`src/rtl/stddff_pkg.sv`:
```
// Shared types and constants for the StdDFF skid-slice family.
package stddff_pkg;

  typedef enum logic [1:0] {
    EMPTY = 2'd0,
    ONE   = 2'd1,
    FULL  = 2'd2
  } skid_state_e;

  localparam int unsigned SKID_DEPTH = 2;

endpackage

```
`src/rtl/dff_skid_slice_ctrl.sv`:
```
// Occupancy FSM for the skid slice: state register, load enables and the
// registered ready/valid decode.
module dff_skid_slice_ctrl
  import stddff_pkg::*;
(
  input  logic CLK,
  input  logic RSTN,
  input  logic in_valid,
  input  logic out_ready,
  output logic main_en,
  output logic skid_en,
  output logic main_sel_skid,
  output logic in_ready,
  output logic out_valid
);

  skid_state_e state_q, state_d;
  // Holds IN_READY low until the first edge after reset release.
  logic        armed_q;
  logic        in_fire;
  logic        out_fire;

  always_ff @(posedge CLK or negedge RSTN) begin
    if (!RSTN) begin
      state_q <= EMPTY;
      armed_q <= 1'b0;
    end else begin
      state_q <= state_d;
      armed_q <= 1'b1;
    end
  end

  assign out_valid = (state_q != EMPTY);
  assign in_ready  = armed_q & (state_q != FULL);
  assign in_fire   = in_valid & in_ready;
  assign out_fire  = out_valid & out_ready;

  always_comb begin
    state_d       = state_q;
    main_en       = 1'b0;
    skid_en       = 1'b0;
    main_sel_skid = 1'b0;
    unique case (state_q)
      EMPTY: begin
        if (in_fire) begin
          state_d = ONE;
          main_en = 1'b1;
        end
      end
      ONE: begin
        if (in_fire && out_fire) begin
          main_en = 1'b1;
        end else if (in_fire) begin
          state_d = FULL;
          skid_en = 1'b1;
        end else if (out_fire) begin
          state_d = EMPTY;
        end
      end
      FULL: begin
        if (out_fire) begin
          state_d       = ONE;
          main_en       = 1'b1;
          main_sel_skid = 1'b1;
        end
      end
      default: state_d = EMPTY;
    endcase
  end

endmodule

```
`src/rtl/dff_skid_slice.sv`:
```
// Two-entry ready/valid register slice with registered IN_READY and OUT_*.
// Optional simulation checker enabled by defining STDDFF_SKID_CHECK_EN.
module dff_skid_slice
  import stddff_pkg::*;
#(
  parameter int unsigned Width = 8
) (
  input  logic             CLK,
  input  logic             RSTN,
  input  logic             IN_VALID,
  output logic             IN_READY,
  input  logic [Width-1:0] IN_DATA,
  output logic             OUT_VALID,
  input  logic             OUT_READY,
  output logic [Width-1:0] OUT_DATA
);

  logic             main_en;
  logic             skid_en;
  logic             main_sel_skid;
  logic [Width-1:0] main_q;
  logic [Width-1:0] main_d;
  logic [Width-1:0] skid_q;

  dff_skid_slice_ctrl u_ctrl (
    .CLK           (CLK),
    .RSTN          (RSTN),
    .in_valid      (IN_VALID),
    .out_ready     (OUT_READY),
    .main_en       (main_en),
    .skid_en       (skid_en),
    .main_sel_skid (main_sel_skid),
    .in_ready      (IN_READY),
    .out_valid     (OUT_VALID)
  );

  assign main_d = main_sel_skid ? skid_q : IN_DATA;

  // Payload flops carry no reset; OUT_VALID qualifies them.
  always_ff @(posedge CLK) begin
    if (main_en) begin
      main_q <= main_d;
    end
  end

  always_ff @(posedge CLK) begin
    if (skid_en) begin
      skid_q <= IN_DATA;
    end
  end

  assign OUT_DATA = main_q;

`ifdef STDDFF_SKID_CHECK_EN
  logic             rst_seen_q;
  logic             stall_q;
  logic [Width-1:0] stall_data_q;

  always @(posedge CLK or negedge RSTN) begin
    if (!RSTN) begin
      rst_seen_q <= 1'b1;
      stall_q    <= 1'b0;
    end else begin
      stall_q    <= IN_VALID & ~IN_READY;
    end
  end

  always @(posedge CLK) begin
    stall_data_q <= IN_DATA;
  end

  always @(posedge CLK) begin
    if (rst_seen_q) begin
      a_rstn_known: assert (!$isunknown(RSTN));
    end
    if (RSTN === 1'b1) begin
      a_ctrl_known: assert (!$isunknown({IN_VALID, OUT_READY}));
      if (IN_VALID && IN_READY) begin
        a_in_data_known: assert (!$isunknown(IN_DATA));
      end
      if (OUT_VALID) begin
        a_out_data_known: assert (!$isunknown(OUT_DATA));
      end
      if (stall_q) begin
        a_no_drop: assert (IN_VALID && (IN_DATA == stall_data_q));
      end
    end
  end
`else
  // Default build carries no checker logic.
`endif

endmodule

```
`config.mk`:
```
export PLATFORM = sky130hd
export DESIGN_NAME = dff_skid_slice
export DESIGN_NICKNAME = d
export VERILOG_FILES = /design/src/rtl/stddff_pkg.sv /design/src/rtl/dff_skid_slice_ctrl.sv /design/src/rtl/dff_skid_slice.sv
export SDC_FILE = /design/constraint.sdc
export NUM_CORES = 1
export LEC_CHECK = 0
export ABC_AREA = 1
export BUFFER_PORTS_ARGS = -buffer_cell sky130_fd_sc_hd__buf_2
export CAP_MARGIN = 0
export CORE_UTILIZATION = 35
export CTS_BUF_LIST = sky130_fd_sc_hd__clkbuf_8
export DETAILED_ROUTE_END_ITERATION = 7
export SLEW_MARGIN = 15
export SYNTH_ARGS = -nofsm -noshare
export SYNTH_HDL_FRONTEND = slang
export SYNTH_HIERARCHICAL = 1
export SYNTH_SLANG_ARGS = --single-unit
```
`constraint.sdc`:
```
create_clock -name CLK -period 1.7 [get_ports CLK]
set_clock_uncertainty 0.1 [all_clocks]
set_input_delay 0.17 -clock CLK [delete_from_list [all_inputs] [get_ports CLK]]
set_output_delay 0.17 -clock CLK [all_outputs]
set_load 0.02 [all_outputs]
```
Word level (Yosys, flattened, before mapping) --
Cells that the tools add are included.
Storage, ports and cells: output and inout port bits 10, register bits after elaboration 19, word-level logic and storage cells 32
Cells by class: eq/ne operators 7, bitwise gates (word level) 3, reduce and logical (&&, ||, !) cells 4, mux-type cells 14
Operators with widths (number):
- $mux 2 | 5
- $mux 8 | 1
- $mux 1 | 6
- $pmux 2 s3 | 1
- $ne 2x1->1 const B | 2
- $ne 2x2->1 const B | 2
- $reduce_and 4->1 | 1
- $and 1x1->1 | 3
- $ne 3x1->1 const B | 1
- $pmux 1 s3 | 1
- $eq 2x1->1 const B | 1
- $eq 2x2->1 const B | 1
- $logic_not 2->1 | 1
- $reduce_bool 2->1 | 1
- $logic_and 1x1->1 | 1

Logic depth before layout (Yosys ltp) --
depth in word-level cells 6, gate-level depth with buffers 7, gate-level depth less buffers 6

By module --
The synthesis kept the hierarchy.
By module, submodules not included:
- dff_skid_slice | sequential area each 480.5 sq um, instances 1, area each 585.6 sq um, cells an instance 42
- dff_skid_slice_ctrl | sequential area each 75.1 sq um, instances 1, area each 175.2 sq um, cells an instance 26

Least setup slack after synthesis --
No wires, ideal clock.
path type register -> register, start reg u_ctrl.state_q[1], end reg skid_q[0] (enable), buffers on the path 0, setup slack 0.275 ns, arrival 0.955 ns, data required time 1.230 ns, cell stages (with the launch flop) 4, cell sequence dfrtp_1 -> nand2_1 -> nand3_2 -> nor2_1
On the way: cells in the longest elaborated chain, start to end 6
RTL lines:
- start: declaration | line dff_skid_slice_ctrl.sv:17 | skid_state_e state_q, state_d;
- start signal: assignment | line dff_skid_slice_ctrl.sv:28 | state_q <= state_d;
- $ne 2x2->1 | line dff_skid_slice_ctrl.sv:34 | assign in_ready = armed_q & (state_q != FULL);
- $and 1x1->1 | line dff_skid_slice_ctrl.sv:34
- $and 1x1->1 | line dff_skid_slice_ctrl.sv:35 | assign in_fire = in_valid & in_ready;
- $mux 1 or $logic_and 1x1->1 (tied branches) | line dff_skid_slice_ctrl.sv:53, dff_skid_slice_ctrl.sv:51
- $mux 1 | line dff_skid_slice_ctrl.sv:51 | if (in_fire && out_fire) begin
- $mux 1 * | line dff_skid_slice_ctrl.sv:43 | unique case (state_q)
- net skid_en | line dff_skid_slice.sv:19 | logic skid_en;
- end signal: assignment | line dff_skid_slice.sv:48 | skid_q <= IN_DATA;
- end: declaration | line dff_skid_slice.sv:23 | logic [Width-1:0] skid_q;
The timed path passes the listed nets; every way through them passes the cells marked *. A chain may end at the register's enable or synchronous reset.

Final worst setup path --
start reg u_ctrl.state_q[0], end reg main_q[0], in the netlist OUT_DATA[0] (enable)
On the way: cells in the longest elaborated chain, start to end 6
RTL lines:
- $ne 2x2->1 | line dff_skid_slice_ctrl.sv:34
- $and 1x1->1 | line dff_skid_slice_ctrl.sv:34
- $and 1x1->1 | line dff_skid_slice_ctrl.sv:35
- $logic_and 1x1->1 | line dff_skid_slice_ctrl.sv:51
- $mux 1 | line dff_skid_slice_ctrl.sv:51
- $pmux 1 s3 * | line dff_skid_slice_ctrl.sv:43
- net main_en | line dff_skid_slice.sv:18 | logic main_en;
- end signal: assignment | line dff_skid_slice.sv:42 | main_q <= main_d;
- end: declaration | line dff_skid_slice.sv:21 | logic [Width-1:0] main_q;
Marked as above.

==> results.md <==
- Outcome: finished clean
- Dpl ws: 0.268 ns
- Drt first pass iters: 4
- Synth Register Bits: 19
- Reg2reg end: OUT_DATA[0]
- Post-synth EDFFs: 16
- Final Hold Fails: 0
- Final TNS setup: 0 ns
- Die Height: 48.6 um
- Vias in the first global route: 454
- Worst setup EP type: register
- Hold path depth: 1
- Yosys warnings: 6
- Die ar.: 2360 um2
- Total CTS buffers: 3
- Peak VDD IR: 876 uV
- Synthesized net count: 80
- Setup violators final: 0
- Reg2reg path depth: 6
- WS Path Type: register to register
- Endpoint, Worst Hold: skid_q[6]
- Post-route setup slack: 0.260 ns
- Port bufs: 21
- Die X: 48.6 um
- Area contributors post-synth: edfxtp_1 63%, nand2_1 16%, dfrtp_1 9.9%, inv_1 2.5%, nor2_1 2.0%
- Pwr Total: 976 uW
- Tmin final: 1.44 ns
- Synthesized cell area: 761 um2
- HP Class: primary input to register
- Worst Setup Start Kind: register
- CTS tree: done
- Starting Density: 0.380
- Remaining antenna violation count: 0
- Post-synth top area share: 0.632
- Root Buffer: clkbuf_8
- Row cnt: 16
- WP data arrival: 1.26 ns
- Yosys cell types: 12
- Largest net degree at the start of global routing: 12
- GR Overflow Total: 0
- Vias: 533
- Reg2Reg Setup Slack: 0.26 ns
- Main flop type after synthesis: edfxtp_1
- Vias per std cell: 4.23
- Leak pwr: 0.460 nW
- DR WL/cell: 10.1 um
- Initial antenna violation count: 0
- Fin Hold WS: 0.0119 ns
- H-tree lvl count: 1
- Maxcap violations: 0
- # DRC: 0
- Tcrit/Tclk final: 0.847
- Hpwl dp: 925 um
- Layout cell share with drive strength beyond 1: 0.303
- First-pass GRT wire length: 2.06 mm
- Top cells by count, synth: 32 x nand2_1, 16 x edfxtp_1, 5 x inv_1
- WP data required: 1.52 ns
- Worst-Skew Late Latency: 0.25 ns
- Critical Path Fanout Max: 8
- 1st-iter DRT viols: 9
- Worst flop-to-flop path startpoint: u_ctrl/state_q[0]
- Sequential element share of the synthesized area: 0.730
- Post-CTS Setup Repair Bufs: 0
- Post-Route Utilization: 0.498
- Achievable clock frequency: 695 MHz
- Count leader, synth: nand2_1
- Syn Inst Count: 68
- CORE AREA: 2000 um2
- Hold_sp: IN_DATA[6]
- Clk slew on worst S/H paths: 0.06 ns
- Gpl congestion: 0.863
- IO Count: 22
- Synth-to-layout area growth: 31.1%
- Max clock buf depth: 2
- FFs w/ async S/R, synth: 0.158
- Clock Sinks: 19
- N_diodes: 0
- RSZ-0062 raised after global routing: no
- Drt total wl: 1.28 mm
- Nets: 112
- Total GRT Usage: 0.117
- PD cells: 979 nW/um2
- Syn avg cell area: 11.2 um2
- Pins over their slew limit: 0
- Synth area leader: edfxtp_1
[cell families after synthesis]
| family | share of synthesized area |
|---|---|
| compound gates | 0.0164 |
| buf+inv | 0.0444 |
| flops | 0.730 |
| other cells | 0.00493 |
| simple gates | 0.204 |
[flip-flops by register name (all words and copies together) (netlist names)]
signal / flops
OUT_DATA: 8
skid_q: 8
u_ctrl/armed_q: 1
u_ctrl/state_q: 2
[per-layer routing]
metal	vias to the layer above	GRT usage	wire length (um)
li1	279	-	-
met1	236	0.143	580
met2	18	0.197	609
met3	0	0.0503	85
met4	0	0.0147	0
met5	-	0	0
[metrics by stage]
| step | instances | cell area (um2) |
|---|---|---|
| floorplan | 68 | 761 |
| global placement | 118 | 911 |
| detailed placement | 118 | 911 |
| CTS | 126 | 997 |
| global route | 126 | 997 |
| finish | 126 | 997 |
[cell type report]
cell class                      count  area [um2]
Clock buffer                        3        41.3
Clock inverter                      1        5.00
Fill cell                         196        1000
Inverter                            6        22.5
Multi-Input combinational cell     42         171
Sequential cell                    19         556
Tap cell                           27        33.8
Timing Repair Buffer               28         168
[placed cells by master (no fill, tap or decap)]
cell type and count:
dlygate4sd3_1 4, a21boi_0 1, buf_2 21, dfrtp_1 3, inv_2 1, nor2_1 4, nand2_1 32, clkinv_2 1
buf_4 3, edfxtp_1 16, inv_1 5, clkbuf_8 3, conb_1 1, nand3_2 1, a21oi_1 1, nand3_1 2
[worst max-delay path, cell delays in order, from the launching register on]
cell and delay [ns]:
dfrtp_1 0.38, inv_1 0.06, nand2_1 0.09, nand3_2 0.10
nand2_1 0.08, nand2_1 0.06, inv_1 0.25
[worst max-delay path by stage]
| stage | start | end | slack, ns | cells after the start |
|---|---|---|---|---|
| after floorplan | u_ctrl/state_q[1] | skid_q[0] | 0.27 | 3 |
| after global placement | u_ctrl/state_q[0] | OUT_DATA[3] | 0.31 | 6 |
| after detailed placement | u_ctrl/state_q[0] | OUT_DATA[3] | 0.27 | 6 |
| after CTS | u_ctrl/state_q[0] | OUT_DATA[0] | 0.26 | 6 |
| after global routing | u_ctrl/state_q[0] | OUT_DATA[0] | 0.12 | 6 |
| final | u_ctrl/state_q[0] | OUT_DATA[0] | 0.26 | 6 |
[what timing repair did]
action	4_1_cts	5_1_grt
endpoints found under the hold margin	6	0
hold buffers	4	0
gates resized for setup	0	0
[power breakdown]
| part | leakage [nW] | internal (mW) | switching (mW) | total (mW) |
|---|---|---|---|---|
| registers | 0.185 | 0.537 | 0.00930 | 0.546 |
| clock network | 0.0255 | 0.163 | 0.141 | 0.304 |
| logic | 0.249 | 0.0467 | 0.0796 | 0.126 |
No activity file was read; power rests on OpenSTA's default activity.
